==> config.mk <==
export PLATFORM = sky130hd
export DESIGN_NAME = rc_add_sub_seq
export DESIGN_NICKNAME = d
export VERILOG_FILES = /design/src/rtl/prj_definition.sv /design/src/rtl/rc_add_chunk.sv /design/src/rtl/rc_add_sub_seq.sv
export SDC_FILE = /design/constraint.sdc
export NUM_CORES = 1
export LEC_CHECK = 0
export CAP_MARGIN = 40
export CORE_MARGIN = 2
export CORE_UTILIZATION = 54
export DETAILED_ROUTE_END_ITERATION = 10
export PLACE_DENSITY_LB_ADDON = 0.12
export SYNTH_ARGS = -nofsm -noshare
export SYNTH_HDL_FRONTEND = slang
export SYNTH_SLANG_ARGS = --single-unit
==> constraint.sdc <==
create_clock -name CLK -period 7.2 [get_ports CLK]
set_input_delay 1.8 -clock CLK [delete_from_list [all_inputs] [get_ports CLK]]
set_output_delay 1.8 -clock CLK [all_outputs]
set_load 0.005 [all_outputs]
==> src/rtl/prj_definition.sv <==
// Shared project definitions: default datapath widths and the sequencer state encoding.
package prj_definition;

    // Default operand/result width and bits handled per cycle.
    localparam int DATA_WIDTH  = 32;
    localparam int CHUNK_WIDTH = 8;

    // Sequencer states: waiting, stepping through slices, one-cycle result strobe.
    typedef enum logic [1:0] {
        ST_IDLE = 2'd0,
        ST_BUSY = 2'd1,
        ST_DONE = 2'd2
    } state_t;

endpackage

==> src/rtl/rc_add_chunk.sv <==
// CHUNK-bit ripple-carry adder built from single-bit full adders.
// Also exposes the carry into the top bit so the caller can form signed overflow.

module full_adder (
    input  logic a,
    input  logic b,
    input  logic ci,
    output logic s,
    output logic co
);

    // Classic one-bit full adder.
    assign s  = a ^ b ^ ci;
    assign co = (a & b) | (a & ci) | (b & ci);

endmodule

module rc_add_chunk #(
    parameter int CHUNK = 8
) (
    input  logic [CHUNK-1:0] a,
    input  logic [CHUNK-1:0] b,
    input  logic             ci,
    output logic [CHUNK-1:0] sum,
    output logic             co,
    output logic             c_top
);

    // c[i] is the carry into bit i; c[CHUNK] is the carry out of the slice.
    logic [CHUNK:0] c;

    assign c[0] = ci;

    // Carry ripples from bit 0 upward through one full adder per bit.
    for (genvar i = 0; i < CHUNK; i++) begin : g_fa
        full_adder u_fa (
            .a  (a[i]),
            .b  (b[i]),
            .ci (c[i]),
            .s  (sum[i]),
            .co (c[i+1])
        );
    end

    assign co    = c[CHUNK];
    assign c_top = c[CHUNK-1];

endmodule

==> src/rtl/rc_add_sub_seq.sv <==
// Sequential add/subtract: one CHUNK-bit slice per cycle through a single
// ripple-carry slice adder, LSB slice first. Subtraction is A + ~B + 1.
// Y/CO/OVF/ZERO only update when the final slice completes, so partial sums
// never become visible. WIDTH must be a multiple of CHUNK.
//
// Handshake: START is sampled on a rising edge while IDLE or DONE; operands are
// captured on that edge. DONE is a one-cycle strobe exactly N+1 cycles later,
// during which the outputs carry the new result. START while BUSY is ignored.

module rc_add_sub_seq
    import prj_definition::*;
#(
    parameter int WIDTH = DATA_WIDTH,
    parameter int CHUNK = CHUNK_WIDTH
) (
    input  logic             CLK,
    input  logic             RST,
    input  logic             START,
    input  logic [WIDTH-1:0] A,
    input  logic [WIDTH-1:0] B,
    input  logic             SnA,
    output logic [WIDTH-1:0] Y,
    output logic             CO,
    output logic             OVF,
    output logic             ZERO,
    output logic             BUSY,
    output logic             DONE,
    output state_t           dbg_state
);

    localparam int N     = WIDTH / CHUNK;
    localparam int IDX_W = (N > 1) ? $clog2(N) : 1;
    localparam logic [IDX_W-1:0] LAST_IDX = IDX_W'(N - 1);

    state_t state, state_nxt;

    logic [WIDTH-1:0] opa;
    logic [WIDTH-1:0] opb;      // already inverted for subtract
    logic             carry;    // carry between slices
    logic [IDX_W-1:0] idx;
    logic [WIDTH-1:0] acc;      // partial sum, internal only
    logic [WIDTH-1:0] acc_nxt;

    logic             capture;
    logic             step;
    logic             finish;

    logic [CHUNK-1:0] slice_a;
    logic [CHUNK-1:0] slice_b;
    logic [CHUNK-1:0] slice_sum;
    logic             slice_co;
    logic             slice_ctop;

    assign dbg_state = state;

    // State register.
    always_ff @(posedge CLK or negedge RST) begin
        if (!RST) begin
            state <= ST_IDLE;
        end else begin
            state <= state_nxt;
        end
    end

    // Next state and control strobes.
    always_comb begin
        state_nxt = state;
        capture   = 1'b0;
        step      = 1'b0;
        finish    = 1'b0;
        BUSY      = 1'b0;
        DONE      = 1'b0;
        case (state)
            ST_IDLE: begin
                if (START) begin
                    capture   = 1'b1;
                    state_nxt = ST_BUSY;
                end
            end
            ST_BUSY: begin
                BUSY = 1'b1;
                step = 1'b1;
                if (idx == LAST_IDX) begin
                    finish    = 1'b1;
                    state_nxt = ST_DONE;
                end
            end
            ST_DONE: begin
                DONE = 1'b1;
                if (START) begin
                    capture   = 1'b1;
                    state_nxt = ST_BUSY;
                end else begin
                    state_nxt = ST_IDLE;
                end
            end
            default: begin
                state_nxt = ST_IDLE;
            end
        endcase
    end

    // Select the current slice of each operand and merge its sum into the accumulator.
    always_comb begin
        slice_a = opa[int'(idx) * CHUNK +: CHUNK];
        slice_b = opb[int'(idx) * CHUNK +: CHUNK];
        acc_nxt = acc;
        acc_nxt[int'(idx) * CHUNK +: CHUNK] = slice_sum;
    end

    rc_add_chunk #(
        .CHUNK (CHUNK)
    ) u_chunk (
        .a     (slice_a),
        .b     (slice_b),
        .ci    (carry),
        .sum   (slice_sum),
        .co    (slice_co),
        .c_top (slice_ctop)
    );

    // Operand capture, per-slice accumulation, and result publication on the last slice.
    always_ff @(posedge CLK or negedge RST) begin
        if (!RST) begin
            opa   <= '0;
            opb   <= '0;
            carry <= 1'b0;
            idx   <= '0;
            acc   <= '0;
            Y     <= '0;
            CO    <= 1'b0;
            OVF   <= 1'b0;
            ZERO  <= 1'b0;
        end else if (capture) begin
            opa   <= A;
            opb   <= B ^ {WIDTH{SnA}};
            carry <= SnA;
            idx   <= '0;
            acc   <= '0;
        end else if (step) begin
            acc   <= acc_nxt;
            carry <= slice_co;
            idx   <= idx + 1'b1;
            if (finish) begin
                Y    <= acc_nxt;
                CO   <= slice_co;
                OVF  <= slice_co ^ slice_ctop;
                ZERO <= (acc_nxt == '0);
            end
        end
    end

endmodule

Yosys cells after proc, flatten, opt, wreduce, memory -nomap -nowiden
Cells that the tools add are included.
{"block": "word_totals", "reg_bits": 136, "input_bits": 68, "output_inout_bits": 39, "elab_cells": 103}
{"block": "classes", "n_addsub": 2, "eq_ne": 5, "shift": 4, "muxes": 17, "bitwise": 59, "n_reduce_logical": 6}
{"operator": "2-to-1 mux 32 bit", "count": 2}
{"operator": "variable part select 32 x 6 -> 8 bit", "count": 2}
{"operator": "negation 5 -> 33 bit", "count": 1}
{"operator": "variable shift 8 x 33 -> 32 bit (first input constant)", "count": 1}
{"operator": "variable part select 8 x 33 -> 32 bit", "count": 1}
{"operator": "bitwise mux 32 bit", "count": 1}
{"operator": "zero test 32 bit", "count": 1}
{"operator": "XOR 32 bit", "count": 1}
{"operator": "bitwise AND 1 bit", "count": 24}
{"operator": "XOR 1 bit", "count": 17}
{"operator": "OR 1 bit", "count": 16}
{"operator": "2-to-1 mux 1 bit", "count": 9}
{"operator": "2-to-1 mux 2 bit", "count": 4}
{"operator": "case mux 2 bit (3 select lines)", "count": 1}
{"operator": "== test 2 bit (second input constant)", "count": 2}
{"operator": "!= test 2 bit (second input constant)", "count": 2}
{"operator": "AND reduction 3 bit", "count": 1}
{"operator": "adder 2 x 1 -> 2 bit (second input constant)", "count": 1}
{"operator": "== test 2 x 1 -> 1 bit (second input constant)", "count": 1}
{"operator": "zero test 2 bit", "count": 1}
{"operator": "AND reduction 2 bit", "count": 1}
{"operator": "nonzero test 2 bit", "count": 1}
{"operator": "OR reduction 2 bit", "count": 1}
{"operator": "inverter 1 bit", "count": 1}

Logic depth before layout (Yosys ltp)
{"block": "depth", "ltp_word": 27, "ltp_mapped": 18, "ltp_nobuf": 15}

Cells and area by module
Synthesis repeated with hierarchy kept, for this count alone.
{"block": "unflattened", "hier_cells": 642, "area_unflattened_um2": 6522.5}
{"module": "rc_add_sub_seq", "n_inst": 1, "cells_per_inst": 634, "area_each_um2": 6362.4, "seq_area_each_um2": 3403.3}
{"module": "full_adder", "n_inst": 8, "cells_per_inst": 1, "area_each_um2": 20.0, "seq_area_each_um2": 0.0}

Least setup slack after synthesis
Ideal clock, no wire load.
{"block": "synth_path", "kind": "register -> register", "start": "register idx[1]", "end": "register ZERO", "setup_ns": 0.067, "t_arrival_ns": 5.223, "required_time_ns": 7.133, "setup_slack_ns": 1.910, "stages_incl_launch_ff": 19, "path_buffers": 3, "synth_period_minus_slack_ns": 5.290, "path_cell_list": "dfrtp_1 -> clkbuf_1 -> buf_1 -> mux4_2 -> fa_1 -> inv_1 -> fa_1 -> fa_1 -> fa_1 -> fa_1 -> fa_1 -> fa_1 -> fa_1 -> clkbuf_1 -> nand3_1 -> o21ai_0 -> a22oi_1 -> a211oi_1 -> a32o_1"}
{"block": "synth_via", "elab_chain_cells": 26, "word_cells_on_any_way": 62, "classes_between": "1 x add/sub; 1 x eq/ne; 4 x shift; 3 x mux; 51 x bitwise; 2 x reduce/logical"}
{"item": "from (decl)", "line": "rc_add_sub_seq.sv:40", "source": "logic [IDX_W-1:0] idx;"}
{"item": "from (signal assigned)", "line": "rc_add_sub_seq.sv:143", "source": "idx <= idx + 1'b1;"}
{"item": "variable part select 32 x 6 -> 8 bit (on tied branches)", "line": "rc_add_sub_seq.sv:105, rc_add_sub_seq.sv:106"}
{"item": "bitwise AND 1 bit", "line": "rc_add_chunk.sv:14", "source": "assign co = (a & b) | (a & ci) | (b & ci);"}
{"item": "OR 1 bit (2 in a row)", "line": "rc_add_chunk.sv:14"}
{"item": "bitwise AND 1 bit", "line": "rc_add_chunk.sv:14"}
{"item": "OR 1 bit (2 in a row)", "line": "rc_add_chunk.sv:14"}
{"item": "bitwise AND 1 bit", "line": "rc_add_chunk.sv:14"}
{"item": "OR 1 bit (2 in a row)", "line": "rc_add_chunk.sv:14"}
{"item": "bitwise AND 1 bit", "line": "rc_add_chunk.sv:14"}
{"item": "(+5 left out)"}
{"item": "bitwise AND 1 bit", "line": "rc_add_chunk.sv:14"}
{"item": "OR 1 bit (2 in a row)", "line": "rc_add_chunk.sv:14"}
{"item": "bitwise AND 1 bit", "line": "rc_add_chunk.sv:14"}
{"item": "OR 1 bit (2 in a row)", "line": "rc_add_chunk.sv:14"}
{"item": "XOR 1 bit", "line": "rc_add_chunk.sv:13", "source": "assign s = a ^ b ^ ci;"}
{"item": "variable part select 8 x 33 -> 32 bit", "line": "rc_add_sub_seq.sv:108", "source": "acc_nxt[int'(idx) * CHUNK +: CHUNK] = slice_sum;"}
{"item": "bitwise mux 32 bit", "line": "rc_add_sub_seq.sv:108"}
{"item": "zero test 32 bit", "line": "rc_add_sub_seq.sv:148", "source": "ZERO <= (acc_nxt == '0);"}
{"item": "to (signal assigned)", "line": "rc_add_sub_seq.sv:148"}
{"item": "to (decl)", "line": "rc_add_sub_seq.sv:25", "source": "output logic ZERO,"}
Parallel ways exist; a longest one is shown, timed or not.
A chain may end at the register's enable or synchronous reset.

Worst setup path after layout
{"block": "layout_path", "start": "register idx[0]", "end": "register ZERO"}
Same word-level chain as after synthesis.

==> results.py <==
metrics = {
    "cts": {
        "ctsRootBufferMaster": "sky130_fd_sc_hd__clkbuf_16",
        "cts.sink_count": 136,
        "cts_hold_buf": 0,
        "cts-htree-levels": 4,
        "cts-root-to-sink-buffers": 2,
        "cts.repair_timing.setup_buffer_count": 0,
        "tritoncts": "done",
        "clkTransAtPathRegs_ps": 60,
        "clk_latency_ps": 410,
        "ctsResizeCount": 0,
        "numCtsBuffers": 17,
    },
    "finish": {
        "count_of_antenna_diodes_in_the_layout": 0,
        "final_layout_size_suffix_gt1_share_pct": 8.30,
        "finalNetCount": 852,
        "syn_to_final_growth_pct": 26.5,
        "final-instance-count-excl-fill": 926,
    },
    "worst_setup_path": {
        "critical_path.reg2reg.endpoint": "ZERO",
        "r2r.worst_path.cells": 15,
        "worstPathMaxFanout": 19,
        "reg2reg_from": "idx[0]",
        "critPathRequiredTime_ps": 7540,
        "timing.critical_path.to_type": "flop",
        "timing.reg2reg.setup_slack_ps": 1400,
        "class_of_the_most_critical_setup_path": "reg2reg",
        "timing.critical_path.from_type": "flop",
        "worst_path_arrival_time_ps": 6140,
    },
    "logic_synthesis": {
        "async_reset_ff_share_pct": 100,
        "mappedNetlistNets": 763,
        "ys.warnings.count": 0,
        "avgSynthCellArea_um2": 9.47,
        "postSynthRegisterBits": 136,
        "synth_edf_count": 0,
        "post_synth_num_cell_types": 40,
        "seq_area_frac_synth_pct": 52.7,
        "synth_top_flop_cell": "sky130_fd_sc_hd__dfrtp_1",
        "syn_area_um2": 6450,
        "synthesis.instances": 681,
    },
    "power": {
        "power_per_cell_area_nw_per_um2": 526,
        "power.leakage_nw": 3.63,
        "peak_supply_drop_uv": 459,
        "totalPowerFinal_mw": 4.30,
    },
    "global_route": {
        "grt_antenna_before_repair": 0,
        "grt_util_all_layers_pct": 24.8,
        "via_count_of_the_first_global_routing_pass": 5180,
        "grt_start_max_net_pins": 99,
        "grt_pass1_wl_um": 25000,
        "grt.overflow.total": 0,
    },
    "sta": {
        "fin_skew_ps": 7.51,
        "drv_slew": 0,
        "finalSetupViolations": 0,
        "final.setup.tns_ps": 0,
        "finalCritPeriodShare_pct": 80.5,
        "finalHoldViolations": 0,
        "period_needed_ps": 5800,
        "rsz0062_at_grt": "false",
        "fmax_mhz": 173,
        "worst-slew-pin-transition_ps": 864,
        "max-slew-margin-rel_pct": 42.4,
    },
    "run": {
        "max_capacitance_violation_total": 0,
    },
    "outcome": {
        "status": "finished clean",
    },
    "route": {
        "initialDrtViolationCount": 275,
        "first_pass_iters": 5,
        "vias_per_cell": 5.49,
        "routedWlPerCell_um": 16.1,
        "route.vias.total": 5084,
        "drc": 0,
        "route.final.wire_length_um": 14900,
        "antenna_left": 0,
    },
    "placed_design": {
        "dp_cells": 894,
        "place.port_buffers": 106,
        "place_congestion": 0.891,
        "detailed_place_hpwl_um": 10200,
    },
    "die": {
        "ios": 107,
        "die_height_um": 113,
        "num_rows": 39,
        "core_um2": 11500,
        "initial_utilization_pct": 56.0,
        "die-area_um2": 12800,
        "die_w_um": 113,
    },
    "min_path": {
        "min-delay-start": "opa[20]",
        "whs_path_depth": 2,
        "holdPathEnd": "opa[20]",
        "hp-class": "reg2reg",
    },
}
worst max-delay path by stage:
stage | startpoint | to | slack, ps
after floorplan | idx[1] | ZERO | 1910
after global placement | idx[0] | ZERO | 1670
after detailed placement | idx[0] | ZERO | 1460
after CTS | idx[0] | ZERO | 1410
after global routing | idx[0] | ZERO | 1070
final | idx[0] | ZERO | 1400
stage by stage:
stage | setup slack [ps] | utilization (%) | instance area, um^2 | hold slack (ps)
3_3_place_gp | 1670 | 65.6 | 7550 | 455
2_1_floorplan | 1910 | - | 6450 | 440
6_report | 1400 | 70.9 | 8170 | 475
5_1_grt | 1070 | 70.9 | 8170 | 497
4_1_cts | 1410 | 70.9 | 8170 | 479
3_5_place_dp | 1460 | 65.6 | 7550 | 462
where the power goes:
group	switching (mW)	total [mW]	leakage, nW	internal (mW)
logic	1.23	2.05	1.56	0.820
clock network	0.328	0.900	0.295	0.572
registers	0.246	1.34	1.78	1.10
cell type report:
| cell class | count | area (um^2) |
|---|---|---|
| fill | 894 | 3350 |
| clock inverter | 11 | 145 |
| inverter | 27 | 101 |
| multi-input combinational | 477 | 2770 |
| sequential | 136 | 3400 |
| tap | 143 | 179 |
| timing repair buffer | 111 | 1090 |
| clock buffer | 21 | 470 |
cell families (layout without fill, tap and decap cells):
family / Yosys count / in the layout / synth area share, %
and+or+nand+nor: 263 / 263 / 17.0
AOI/OAI and AO/OA: 151 / 151 / 12.2
DFF: 136 / 136 / 52.7
buffers and inverters: 68 / 170 / 4.38
xor gates and xnor gates: 33 / 33 / 4.48
muxes: 16 / 16 / 5.58
adders and majority gates: 14 / 14 / 3.65
layout by cell type (no fill, tap or decap), types with 2 or more instances in the layout:
master / instances
sky130_fd_sc_hd__clkbuf_8: 3
sky130_fd_sc_hd__clkdlybuf4s50_1: 104
sky130_fd_sc_hd__a22oi_1: 4
sky130_fd_sc_hd__nor2_1: 33
sky130_fd_sc_hd__clkinv_1: 2
sky130_fd_sc_hd__fa_1: 8
sky130_fd_sc_hd__nor2b_1: 2
sky130_fd_sc_hd__ha_1: 6
sky130_fd_sc_hd__nand2_1: 205
sky130_fd_sc_hd__and4bb_2: 2
sky130_fd_sc_hd__clkinv_2: 3
sky130_fd_sc_hd__xnor2_1: 33
sky130_fd_sc_hd__buf_4: 5
sky130_fd_sc_hd__nand3_1: 2
sky130_fd_sc_hd__o21ai_1: 4
sky130_fd_sc_hd__nor4_1: 3
sky130_fd_sc_hd__inv_2: 2
sky130_fd_sc_hd__clkinvlp_4: 3
sky130_fd_sc_hd__bufinv_16: 3
sky130_fd_sc_hd__or4_1: 3
sky130_fd_sc_hd__inv_1: 23
sky130_fd_sc_hd__clkbuf_16: 17
sky130_fd_sc_hd__mux4_2: 16
sky130_fd_sc_hd__dfrtp_1: 136
sky130_fd_sc_hd__o21ai_0: 103
sky130_fd_sc_hd__a21oi_1: 35
cell usage after synthesis, types with 3 or more instances:
master / count / area, um^2
sky130_fd_sc_hd__a21oi_1: 35 / 175
sky130_fd_sc_hd__a22oi_1: 4 / 30.0
sky130_fd_sc_hd__buf_2: 7 / 35.0
sky130_fd_sc_hd__clkbuf_1: 30 / 113
sky130_fd_sc_hd__dfrtp_1: 136 / 3400
sky130_fd_sc_hd__fa_1: 8 / 160
sky130_fd_sc_hd__ha_1: 6 / 75.1
sky130_fd_sc_hd__inv_1: 23 / 86.3
sky130_fd_sc_hd__mux4_2: 16 / 360
sky130_fd_sc_hd__nand2_1: 205 / 769
sky130_fd_sc_hd__nor2_1: 33 / 124
sky130_fd_sc_hd__nor2b_1: 3 / 18.8
sky130_fd_sc_hd__nor4_1: 3 / 18.8
sky130_fd_sc_hd__o21ai_0: 103 / 515
sky130_fd_sc_hd__o21ai_1: 4 / 20.0
sky130_fd_sc_hd__or4_1: 3 / 22.5
sky130_fd_sc_hd__xnor2_1: 33 / 289
metal layers:
layer / vias to the layer above / part of all wire, % / wire length, um / global-route usage, %
li1: 2430 / - / - / -
met1: 2442 / 42 / 6250 / 32.4
met2: 182 / 50 / 7510 / 41.5
met3: 30 / 5.5 / 823 / 4.77
met4: 0 / 2.1 / 306 / 9.11
met5: - / 0 / 0 / 0
flip-flops by register name, summed over array words and instances, names as in the netlist:
register and cells:
Y 32, acc 32, opa 32, opb 32, dbg_state 2, idx 2, CO 1, OVF 1
ZERO 1, carry 1
worst max-delay path, stage by stage (launching register included):
cell and delay [ps]:
sky130_fd_sc_hd__dfrtp_1 900, sky130_fd_sc_hd__buf_4 340, sky130_fd_sc_hd__mux4_2 240, sky130_fd_sc_hd__inv_1 60, sky130_fd_sc_hd__fa_1 430, sky130_fd_sc_hd__fa_1 410, sky130_fd_sc_hd__fa_1 400, sky130_fd_sc_hd__fa_1 390
sky130_fd_sc_hd__fa_1 400, sky130_fd_sc_hd__fa_1 450, sky130_fd_sc_hd__fa_1 790, sky130_fd_sc_hd__nand3_1 170, sky130_fd_sc_hd__nor2_1 190, sky130_fd_sc_hd__o21ai_0 90, sky130_fd_sc_hd__a211oi_1 270, sky130_fd_sc_hd__a32o_1 200
Note: power is estimated with default switching activity, not from simulation.
